===== src/rtl/mc_ctrl_hs.sv =====
// mc_ctrl_hs: multicycle CPU control FSM with a request/ready memory handshake.
// Instruction fetch takes IR_BEATS memory beats, and each beat loads one IR lane.
// Memory may stall any request for any number of cycles via mem_ready.
// Optional build macro MC_CTRL_TRAP_EN: an undefined opcode redirects the PC
// to the trap vector. When the macro is undefined, the opcode retires as a NOP.
// state_o encoding (debug): FETCH=0, DECODE=1, MEMADR=2, MEMRD=3, MEMWB=4,
// MEMWR=5, REX=6, RWB=7, IEX=8, IWB=9, BR=10, JMP=11, PUSHW=12, POPR=13, ILL=14.
module mc_ctrl_hs #(
  parameter int unsigned    OPW      = 6,
  parameter int unsigned    IR_BEATS = 4,
  parameter logic [OPW-1:0] OP_RTYPE = OPW'(0),
  parameter logic [OPW-1:0] OP_LW    = OPW'(35),
  parameter logic [OPW-1:0] OP_SW    = OPW'(43),
  parameter logic [OPW-1:0] OP_BEQ   = OPW'(4),
  parameter logic [OPW-1:0] OP_BNE   = OPW'(5),
  parameter logic [OPW-1:0] OP_ADDI  = OPW'(8),
  parameter logic [OPW-1:0] OP_J     = OPW'(2),
  parameter logic [OPW-1:0] OP_PUSH  = OPW'(56),
  parameter logic [OPW-1:0] OP_POP   = OPW'(57)
) (
  input  logic                clk,
  input  logic                reset,
  input  logic [OPW-1:0]      op,
  input  logic                zero,
  input  logic                mem_ready,
  output logic                mem_req,
  output logic                mem_we,
  output logic                iord,
  output logic [IR_BEATS-1:0] irwrite,
  output logic                pcen,
  output logic [1:0]          pcsrc,
  output logic                alusrca,
  output logic [1:0]          alusrcb,
  output logic [1:0]          aluop,
  output logic                regwrite,
  output logic                regdst,
  output logic                memtoreg,
  output logic                sp_ld,
  output logic                sp_dec,
  output logic                instr_done,
  output logic                illegal,
  output logic [4:0]          state_o
);

  // The beat counter is at least one bit wide, so IR_BEATS=1 is legal.
  localparam int unsigned    BW        = (IR_BEATS > 1) ? $clog2(IR_BEATS) : 1;
  localparam logic [BW-1:0]  LAST_BEAT = BW'(IR_BEATS - 1);

  typedef enum logic [4:0] {
    S_FETCH  = 5'd0,
    S_DECODE = 5'd1,
    S_MEMADR = 5'd2,
    S_MEMRD  = 5'd3,
    S_MEMWB  = 5'd4,
    S_MEMWR  = 5'd5,
    S_REX    = 5'd6,
    S_RWB    = 5'd7,
    S_IEX    = 5'd8,
    S_IWB    = 5'd9,
    S_BR     = 5'd10,
    S_JMP    = 5'd11,
    S_PUSHW  = 5'd12,
    S_POPR   = 5'd13,
    S_ILL    = 5'd14
  } state_e;

  state_e        state_q, state_d;
  logic [BW-1:0] beat_q, beat_d;

  // State register: current FSM state and the fetch beat counter.
  always_ff @(posedge clk) begin
    // NOTE: sequential state uses non-blocking assignments, so every flop
    // samples the pre-edge values and the order of statements does not matter.
    if (reset) begin
      state_q <= S_FETCH;
      beat_q  <= '0;
    end else begin
      state_q <= state_d;
      beat_q  <= beat_d;
    end
  end

  // Next-state logic: memory states advance only when mem_ready completes them.
  always_comb begin
    // NOTE: a default for every variable assigned here keeps this block
    // purely combinational; a missing branch would otherwise infer a latch.
    state_d = state_q;
    beat_d  = beat_q;
    case (state_q)
      S_FETCH: begin
        if (mem_ready) begin
          if (beat_q == LAST_BEAT) begin
            beat_d  = '0;
            state_d = S_DECODE;
          end else begin
            beat_d = beat_q + BW'(1);
          end
        end
      end
      S_DECODE: begin
        // If-chain gives a defined priority should two opcode parameters collide.
        if (op == OP_LW || op == OP_SW) begin
          state_d = S_MEMADR;
        end else if (op == OP_RTYPE) begin
          state_d = S_REX;
        end else if (op == OP_BEQ || op == OP_BNE) begin
          state_d = S_BR;
        end else if (op == OP_ADDI) begin
          state_d = S_IEX;
        end else if (op == OP_J) begin
          state_d = S_JMP;
        end else if (op == OP_PUSH) begin
          state_d = S_PUSHW;
        end else if (op == OP_POP) begin
          state_d = S_POPR;
        end else begin
          state_d = S_ILL;
        end
      end
      S_MEMADR: state_d = (op == OP_LW) ? S_MEMRD : S_MEMWR;
      S_MEMRD:  if (mem_ready) state_d = S_MEMWB;
      S_MEMWB:  state_d = S_FETCH;
      S_MEMWR:  if (mem_ready) state_d = S_FETCH;
      S_REX:    state_d = S_RWB;
      S_RWB:    state_d = S_FETCH;
      S_IEX:    state_d = S_IWB;
      S_IWB:    state_d = S_FETCH;
      S_BR:     state_d = S_FETCH;
      S_JMP:    state_d = S_FETCH;
      S_PUSHW:  if (mem_ready) state_d = S_FETCH;
      S_POPR:   if (mem_ready) state_d = S_MEMWB;
      S_ILL:    state_d = S_FETCH;
      default:  state_d = S_FETCH;
    endcase
  end

  // Output logic: all controls are decoded from the state and are forced low during reset.
  always_comb begin
    mem_req    = 1'b0;
    mem_we     = 1'b0;
    iord       = 1'b0;
    irwrite    = '0;
    pcen       = 1'b0;
    pcsrc      = 2'b00;
    alusrca    = 1'b0;
    alusrcb    = 2'b00;
    aluop      = 2'b00;
    regwrite   = 1'b0;
    regdst     = 1'b0;
    memtoreg   = 1'b0;
    sp_ld      = 1'b0;
    sp_dec     = 1'b0;
    instr_done = 1'b0;
    illegal    = 1'b0;
    state_o    = '0;
    if (!reset) begin
      state_o = state_q;
      case (state_q)
        S_FETCH: begin
          mem_req = 1'b1;
          // Enables and the PC+1 path are active only on the accepting beat.
          if (mem_ready) begin
            irwrite[beat_q] = 1'b1;
            pcen            = 1'b1;
            alusrcb         = 2'b01;
          end
        end
        S_DECODE: begin
          // Speculative branch target goes into ALUOut.
          alusrcb = 2'b11;
        end
        S_MEMADR: begin
          alusrca = 1'b1;
          alusrcb = 2'b10;
        end
        S_MEMRD: begin
          iord    = 1'b1;
          mem_req = 1'b1;
        end
        S_MEMWB: begin
          regwrite   = 1'b1;
          memtoreg   = 1'b1;
          instr_done = 1'b1;
        end
        S_MEMWR: begin
          iord       = 1'b1;
          mem_req    = 1'b1;
          mem_we     = 1'b1;
          instr_done = mem_ready;
        end
        S_REX: begin
          alusrca = 1'b1;
          aluop   = 2'b10;
        end
        S_RWB: begin
          regwrite   = 1'b1;
          regdst     = 1'b1;
          instr_done = 1'b1;
        end
        S_IEX: begin
          alusrca = 1'b1;
          alusrcb = 2'b10;
        end
        S_IWB: begin
          regwrite   = 1'b1;
          instr_done = 1'b1;
        end
        S_BR: begin
          alusrca    = 1'b1;
          aluop      = 2'b01;
          pcsrc      = 2'b01;
          pcen       = ((op == OP_BEQ) && zero) || ((op == OP_BNE) && !zero);
          instr_done = 1'b1;
        end
        S_JMP: begin
          pcsrc      = 2'b10;
          pcen       = 1'b1;
          instr_done = 1'b1;
        end
        S_PUSHW: begin
          // SP moves only once the write has been accepted.
          iord       = 1'b1;
          mem_req    = 1'b1;
          mem_we     = 1'b1;
          sp_ld      = mem_ready;
          sp_dec     = mem_ready;
          instr_done = mem_ready;
        end
        S_POPR: begin
          iord    = 1'b1;
          mem_req = 1'b1;
          sp_ld   = mem_ready;
        end
        S_ILL: begin
`ifdef MC_CTRL_TRAP_EN
          illegal = 1'b1;
          pcsrc   = 2'b11;
          pcen    = 1'b1;
`else
          illegal    = 1'b1;
          instr_done = 1'b1;
`endif
        end
        default: begin
          state_o = state_q;
        end
      endcase
    end
  end

endmodule

===== config.mk =====
export PLATFORM = sky130hd
export DESIGN_NAME = mc_ctrl_hs
export DESIGN_NICKNAME = d
export VERILOG_FILES = /design/src/rtl/mc_ctrl_hs.sv
export SDC_FILE = /design/constraint.sdc
export NUM_CORES = 1
export LEC_CHECK = 0
export ABC_AREA = 1
export ABC_CLOCK_PERIOD_IN_PS = 2600
export CORE_ASPECT_RATIO = 0.9
export CORE_MARGIN = 3
export CORE_UTILIZATION = 30
export CTS_CLUSTER_DIAMETER = 30
export DETAILED_ROUTE_END_ITERATION = 7
export DONT_BUFFER_PORTS = 1
export GPL_ROUTABILITY_DRIVEN = 0
export PLACE_DENSITY = 0.44
export SLEW_MARGIN = 20
export SYNTH_ARGS = -nofsm -noshare
export SYNTH_HDL_FRONTEND = slang
export SYNTH_SLANG_ARGS = --single-unit

===== constraint.sdc =====
create_clock -name clk -period 2.6 [get_ports clk]
set_input_delay 0.26 -clock clk [delete_from_list [all_inputs] [get_ports clk]]
set_output_delay 0.26 -clock clk [all_outputs]
set_load 0.01 [all_outputs]

==> metrics.md, run 1 <==
| Metric | Value |
|---|---|
| Max Cap Viol | `0` |
| Num CTS Buffers | `3` |
| Syn-to-layout area delta | `5.421%` |
| WL/cell | `11.96 um` |
| Pin count of the biggest net entering global routing | `17` |
| Clock Tree Buf Depth | `2` |
| WP buf/inv | `1` |
| DR top layer | `met3` |
| Core Box Area | `2616 sq um` |
| Worst skew pair latency | `240 ps` |
| Slew Viols, Final | `0` |
| # hold bufs at CTS | `0` |
| PwrDens | `990.0 nW/um^2` |
| Synthesized flop and latch total | `6` |
| P_sw | `537.4 uW` |
| Area of the multi-input gates | `636.9 sq um` |
| Setup-failing EPs final | `0` |
| CTS Sinks | `6` |
| CTS tree | `built` |
| Worst path cell trace | `nor2_2, nand2_2, inv_1, nand2_1, a21oi_1` |
| Die Area | `3609 sq um` |
| Met1 Wirelength | `1244 um` |
| R2R setup slack | `1200 ps` |
| Remaining Overflow, GRT | `0` |
| Clock edge transition at the registers on the reported setup and hold paths | `40 ps` |
| Initial antenna violation count | `0` |
| Die span in x | `63.00 um` |
| CP top delay family | `simple AND/OR/NAND/NOR gates` |
| Final Cycle Share | `70.23%` |
| Clock skew | `2.946 ps` |
| Antenna Cells | `0` |
| Maximum vdd drop | `0.4294 mV` |
| Top-area cell type share of the netlist area | `22.25%` |
| Fin crit period | `1826 ps` |
| Met3 Wirelength | `202 um` |
| Final WS setup | `774.1 ps` |
| GRT Total Usage | `14.30%` |
| Final wirelength | `2452 um` |
| Fin. Hold Viols | `0` |
| Clock root cell | `clkbuf_4` |
| WP data arrival | `1570 ps` |
| Die height | `57.30 um` |
| Sw Ratio | `58.70%` |
| Drt via density | `4.746` |
| Fmax | `547.7 MHz` |
| Placed wire-length estimate | `2079 um` |
| Hold_ws | `237.0 ps` |
| Worst setup SP type | `flop` |
| Register area | `120.1 sq um` |
| Nets | `183` |
| Max Fanout on Critical Path | `6` |
| Combinational power share | `70.6%` |
| P_int | `378.0 uW` |
| Post-cts sizing count | `0` |
| CTS HTree Levels | `1` |
| Synth unique cells | `25` |
| CP required | `2340 ps` |
| Worst min-delay path category | `in2reg` |
| Commonest cells after routing, fill and taps aside | `nand2_1 (52), nor2_1 (28), inv_1 (20), nand3_1 (11), nor2_2 (7)` |
| RSZ-0062 raised after global routing | `false` |
| Utilization after layout | `35.34%` |
| Starting density of the core | `33.52%` |
| I/O pin count | `37` |
| Clk pwr share | `9.1%` |
| Seq pwr share | `20.4%` |
| Site Rows | `17` |
| Synth area leader | `nand2_1` |
| Vias in the first global route | `931` |
| Post-CTS Setup Bufs | `0` |
| Port bufs | `0` |
| Critical path type | `reg2out` |
| Outcome | `completed` |
| Final ANT Viol Nets | `0` |
| Netlist area before placement | `877.1 sq um` |
| Syn_area_per_cell | `5.221 sq um` |
| Synth Warn # | `0` |
| WL met2 | `1005 um` |
| CP max stage cell | `dfxtp_1` |
| Syn_nets | `182` |
| Synth top area cells | `nand2_1 (22%), dfxtp_1 (14%), nor2_1 (12%), inv_1 (8.6%), nand3_1 (6.3%)` |
| First-pass GRT wire length | `4195 um` |
| Seq/Total Area, Yosys | `13.69%` |
| DR pass1 iterations | `4` |
| Setup TNS | `0 ps` |
| Worst path max stage delay | `370 ps` |
| Layout cells sized above 1 | `11.98%` |
| Filler Cell Count | `331` |
| First DRT Iteration DRCs | `41` |
| Leak Pwr | `0.5114 nW` |
| Via Count | `973` |
| Post-Synthesis Cells | `168` |
| Commonest non-fill, non-tap cell in the layout | `nand2_1` |
| Setup crit end kind | `output port` |
| Residual DRC | `0` |
| Worst slack at placement | `1044 ps` |
[final cells by class]
type	instances	area share, %
Multi-Input combinational cell	132	68.88
Sequential cell	6	12.99
Inverter	26	10.55
Tap cell	38	5.142
Clock buffer	3	2.436
[power groups by stage]
stage | registers, mW | logic (mW) | clock network [mW]
floorplan | 0.179 | 0.531 | 0
detailed placement | 0.188 | 0.653 | 0
global placement | 0.184 | 0.662 | 0
global route | 0.194 | 0.753 | 0.0970
CTS | 0.186 | 0.655 | 0.0894
finish | 0.186 | 0.646 | 0.0832
[synth_stat cells, drive strengths merged]
cell type / number
clkbuf: 2
nor2: 37
inv: 25
a21oi: 5
clkinv: 1
nand3: 11
or2: 1
ha: 4
nand4: 1
o211ai: 1
nor3: 2
nor3b: 3
xnor2: 1
dfxtp: 6
nand2: 55
buf: 2
conb: 1
o21ai: 7
a41oi: 1
a31oi: 2
[cell families after synthesis]
logic type      after synthesis  share of synthesized area, %
fa+ha+maj                     4                         5.706
buf+inv                      30                         13.69
xor+xnor                      1                        0.9988
simple gates                110                         55.35
other cells                   1                        0.4275
compound gates               16                         10.13
flops                         6                         13.70
[path summary, 6_finish.rpt]
kind | startpoint | end | cells past startpoint
setup / recovery | state_q[1]$_SDFFE_PP0P_ | alusrcb[0] | 5
hold / removal | reset | state_q[3]$_SDFFE_PP0P_ | 3
setup reg to reg | state_q[1]$_SDFFE_PP0P_ | beat_q[0]$_SDFFE_PP0P_ | 6
hold reg to reg | beat_q[1]$_SDFFE_PP0P_ | beat_q[1]$_SDFFE_PP0P_ | 2
[per-stage QoR]
step	cells	area, sq um	power, mW
finish	205	924.6	0.9154
global route	205	924.6	1.044
CTS	205	924.6	0.9307
detailed placement	202	902.1	0.8412
global placement	202	902.1	0.8461
floorplan	168	877.1	0.7107
[registers in the layout, summed over array words and instances, names as in the netlist]
signal   cells
state_q      4
beat_q       2
[worst min-delay path, stage by stage]
cell     delay, ps
nor2_1          60
nand2_1         70
nand2_1         40
[routing by layer]
layer / global-route usage, % / up-vias
li1: - / 517
met1: 19.08 / 423
met4: 4.717 / 0
met5: 0 / -
met3: 4.331 / 0
met2: 21.95 / 33
(Power assumes the default switching activity.)
==> run 2: changes to the inputs <==
--- a/config.mk
+++ b/config.mk
@@ -6,7 +6,7 @@
 export NUM_CORES = 1
 export LEC_CHECK = 0
 export ABC_AREA = 1
-export ABC_CLOCK_PERIOD_IN_PS = 2600
+export ABC_CLOCK_PERIOD_IN_PS = 1800
 export CORE_ASPECT_RATIO = 0.9
 export CORE_MARGIN = 3
 export CORE_UTILIZATION = 30
==> constraint.sdc (replaced) <==
create_clock -name clk -period 1.8 [get_ports clk]
set_input_delay 0.18 -clock clk [delete_from_list [all_inputs] [get_ports clk]]
set_output_delay 0.18 -clock clk [all_outputs]
set_load 0.01 [all_outputs]
==> metrics.md, run 2 (synthesized netlist as in run 1, its figures left out) <==
| Metric | Value |
|---|---|
| Core Box Area | `2616 sq um (unchanged)` |
| Num CTS Buffers | `3 (unchanged)` |
| Commonest cells after routing, fill and taps aside | `nand2_1 (52), nor2_1 (28), inv_1 (20), nand3_1 (11), o21ai_0 (6) (was nand2_1 (52), nor2_1 (28), inv_1 (20), nand3_1 (11), nor2_2 (7))` |
| Clock edge transition at the registers on the reported setup and hold paths | `40 ps (about the same)` |
| Fin. Hold Viols | `0 (unchanged)` |
| Post-cts sizing count | `0 (unchanged)` |
| # hold bufs at CTS | `0 (unchanged)` |
| Setup-failing EPs final | `0 (unchanged)` |
| Placed Instance Area | `902.1 sq um (unchanged)` |
| Die height | `57.30 um (unchanged)` |
| WP data arrival | `1500 ps (was 1570 ps)` |
| Layout cells sized above 1 | `13.77% (was 11.98%)` |
| Reg2reg path depth | `9 (was 6)` |
| Via Count | `980 (was 973)` |
| First-pass GRT wire length | `4195 um (unchanged)` |
| RSZ-0062 raised after global routing | `true (was false)` |
| CP required | `1620 ps (was 2340 ps)` |
| Utilization after layout | `36.06% (was 35.34%)` |
| R2R Path End | `state_q[2]$_SDFFE_PP0P_ (was beat_q[0]$_SDFFE_PP0P_)` |
| Vias in the first global route | `931 (unchanged)` |
| Top reg by flops | `state_q (unchanged)` |
| Slew Viols, Final | `0 (unchanged)` |
| Die span in x | `63.00 um (unchanged)` |
| Worst path max stage delay | `470 ps (was 370 ps)` |
| Setup crit end kind | `output port (unchanged)` |
| Commonest non-fill, non-tap cell in the layout | `nand2_1 (unchanged)` |
| CP max stage cell | `dfxtp_1 (unchanged)` |
| First DRT Iteration DRCs | `32 (was 41)` |
| Worst setup SP type | `flop (unchanged)` |
| Largest registers | `state_q: 4 flops, beat_q: 2 flops (unchanged)` |
| Leak Pwr | `0.5162 nW (was 0.5114 nW)` |
| Post-CTS Setup Bufs | `0 (unchanged)` |
| Worst Min Path Start | `reset (unchanged)` |
| Reg2reg start | `state_q[0]$_SDFFE_PP0P_ (was state_q[1]$_SDFFE_PP0P_)` |
| Cells on Worst Hold Path | `3 (unchanged)` |
| I/O pin count | `37 (unchanged)` |
| Final wirelength | `2493 um (was 2452 um)` |
| Starting density of the core | `33.52% (unchanged)` |
| Outcome | `completed (unchanged)` |
| Worst skew pair latency | `240 ps (about the same)` |
| Largest register FFs | `4 (unchanged)` |
| CTS Sinks | `6 (unchanged)` |
| WL/cell | `12.16 um (was 11.96 um)` |
| Pin count of the biggest net entering global routing | `17 (unchanged)` |
| Final ANT Viol Nets | `0 (unchanged)` |
| CTS tree | `built (unchanged)` |
| Placed wire-length estimate | `2079 um (unchanged)` |
| Fin crit period | `1676 ps` |
| Placed cells | `202 (unchanged)` |
| PwrDens | `1444 nW/um^2 (was 990.0 nW/um^2)` |
| Final Non-Filler Cells | `205 (unchanged)` |
| Antenna Cells | `0 (unchanged)` |
| Worst path cell trace | `inv_2, nor2_2, nand2_1, a21oi_1 (was nor2_2, nand2_2, inv_1, nand2_1, a21oi_1)` |
| Worst min-delay path category | `in2reg (unchanged)` |
| Syn-to-layout area delta | `7.561% (was 5.421%)` |
| Maximum vdd drop | `0.5314 mV (was 0.4294 mV)` |
| Clock Tree Buf Depth | `2 (unchanged)` |
| Remaining Overflow, GRT | `0 (unchanged)` |
| Hold endpoint | `state_q[3]$_SDFFE_PP0P_ (unchanged)` |
| Initial antenna violation count | `0 (unchanged)` |
| R2R setup slack | `370 ps (was 1200 ps)` |
| CTS HTree Levels | `1 (unchanged)` |
| Residual DRC | `0 (unchanged)` |
| Max Fanout on Critical Path | `5 (was 6)` |
| Clock skew | `3.751 ps (was 2.946 ps)` |
| Critical path type | `reg2out (unchanged)` |
| Nets | `183 (unchanged)` |
| Max Cap Viol | `0 (unchanged)` |
| Die Area | `3609 sq um (unchanged)` |
| Port bufs | `0 (unchanged)` |
| GRT Total Usage | `14.30% (unchanged)` |
| DR pass1 iterations | `4 (unchanged)` |
| Final Cycle Share | `93.09%` |
| Final instance area | `943.4 sq um (was 924.6 sq um)` |
| Drt via density | `4.780 (was 4.746)` |
| Clock root cell | `clkbuf_4 (unchanged)` |
| Fmax | `596.8 MHz` |
| Site Rows | `17 (unchanged)` |
run 2: layout make-up:
| class | count | area (sq um) |
|---|---|---|
| clock buffers | 3 | 22.52 |
| fillers | 329 | 1673 |
| inverters | 26 | 97.59 |
| multi-input cells | 132 | 653.1 |
| flip-flops and latches | 6 | 122.6 |
| well taps | 38 | 47.55 |
run 2: worst max path at each step:
| stage | endpoint | slack [ps] | startpoint | cells after the start |
|---|---|---|---|---|
| after CTS | alusrcb[0] | 50 | state_q[1]$_SDFFE_PP0P_ | 5 |
| after detailed placement | alusrcb[0] | 320 | state_q[1]$_SDFFE_PP0P_ | 5 |
| after global routing | pcen | -0.2 | state_q[3]$_SDFFE_PP0P_ | 7 |
| after floorplan | pcen | 480 | state_q[1]$_SDFFE_PP0P_ | 7 |
| after global placement | pcen | 360 | state_q[3]$_SDFFE_PP0P_ | 7 |
| final | alusrcb[0] | 120 | state_q[0]$_SDFFE_PP0P_ | 4 |
run 2: report_power, final:
part	total, mW	switching, mW	internal, mW
Clock	0.121	0.0458	0.0752
Sequential	0.287	0.0916	0.195
Combinational	0.954	0.660	0.294
Total	1.36	0.797	0.565
run 2: per-layer routing:
metal | vias to the layer above | part of all wire [%] | wire length [um] | global-route usage [%]
met5 | - | 0 | 0 | 0
met4 | 0 | 0 | 0 | 4.717
met3 | 0 | 7.1 | 178 | 4.331
met2 | 36 | 41 | 1028 | 21.95
li1 | 519 | - | - | -
met1 | 425 | 52 | 1286 | 19.08
run 2: through the flow:
step	power [mW]	setup TNS [ps]	worst slack, ps	hold slack, ps
after CTS	1.344	0	50.86	147.2
final	1.362	0	124.3	149.4
after floorplan	1.027	0	484.3	417.6
after global placement	1.222	0	360.3	411.0
after global routing	1.541	-0.1680	-0.1680	161.5
after detailed placement	1.215	0	323.5	409.5
run 2: critical path, delay by kind of cell (launching register included):
kind,cells,cell delay [ps]
flip-flops,1,470
buffers and inverters,1,100
AO/OA/AOI/OAI,1,320
AND/OR/NAND/NOR,2,360
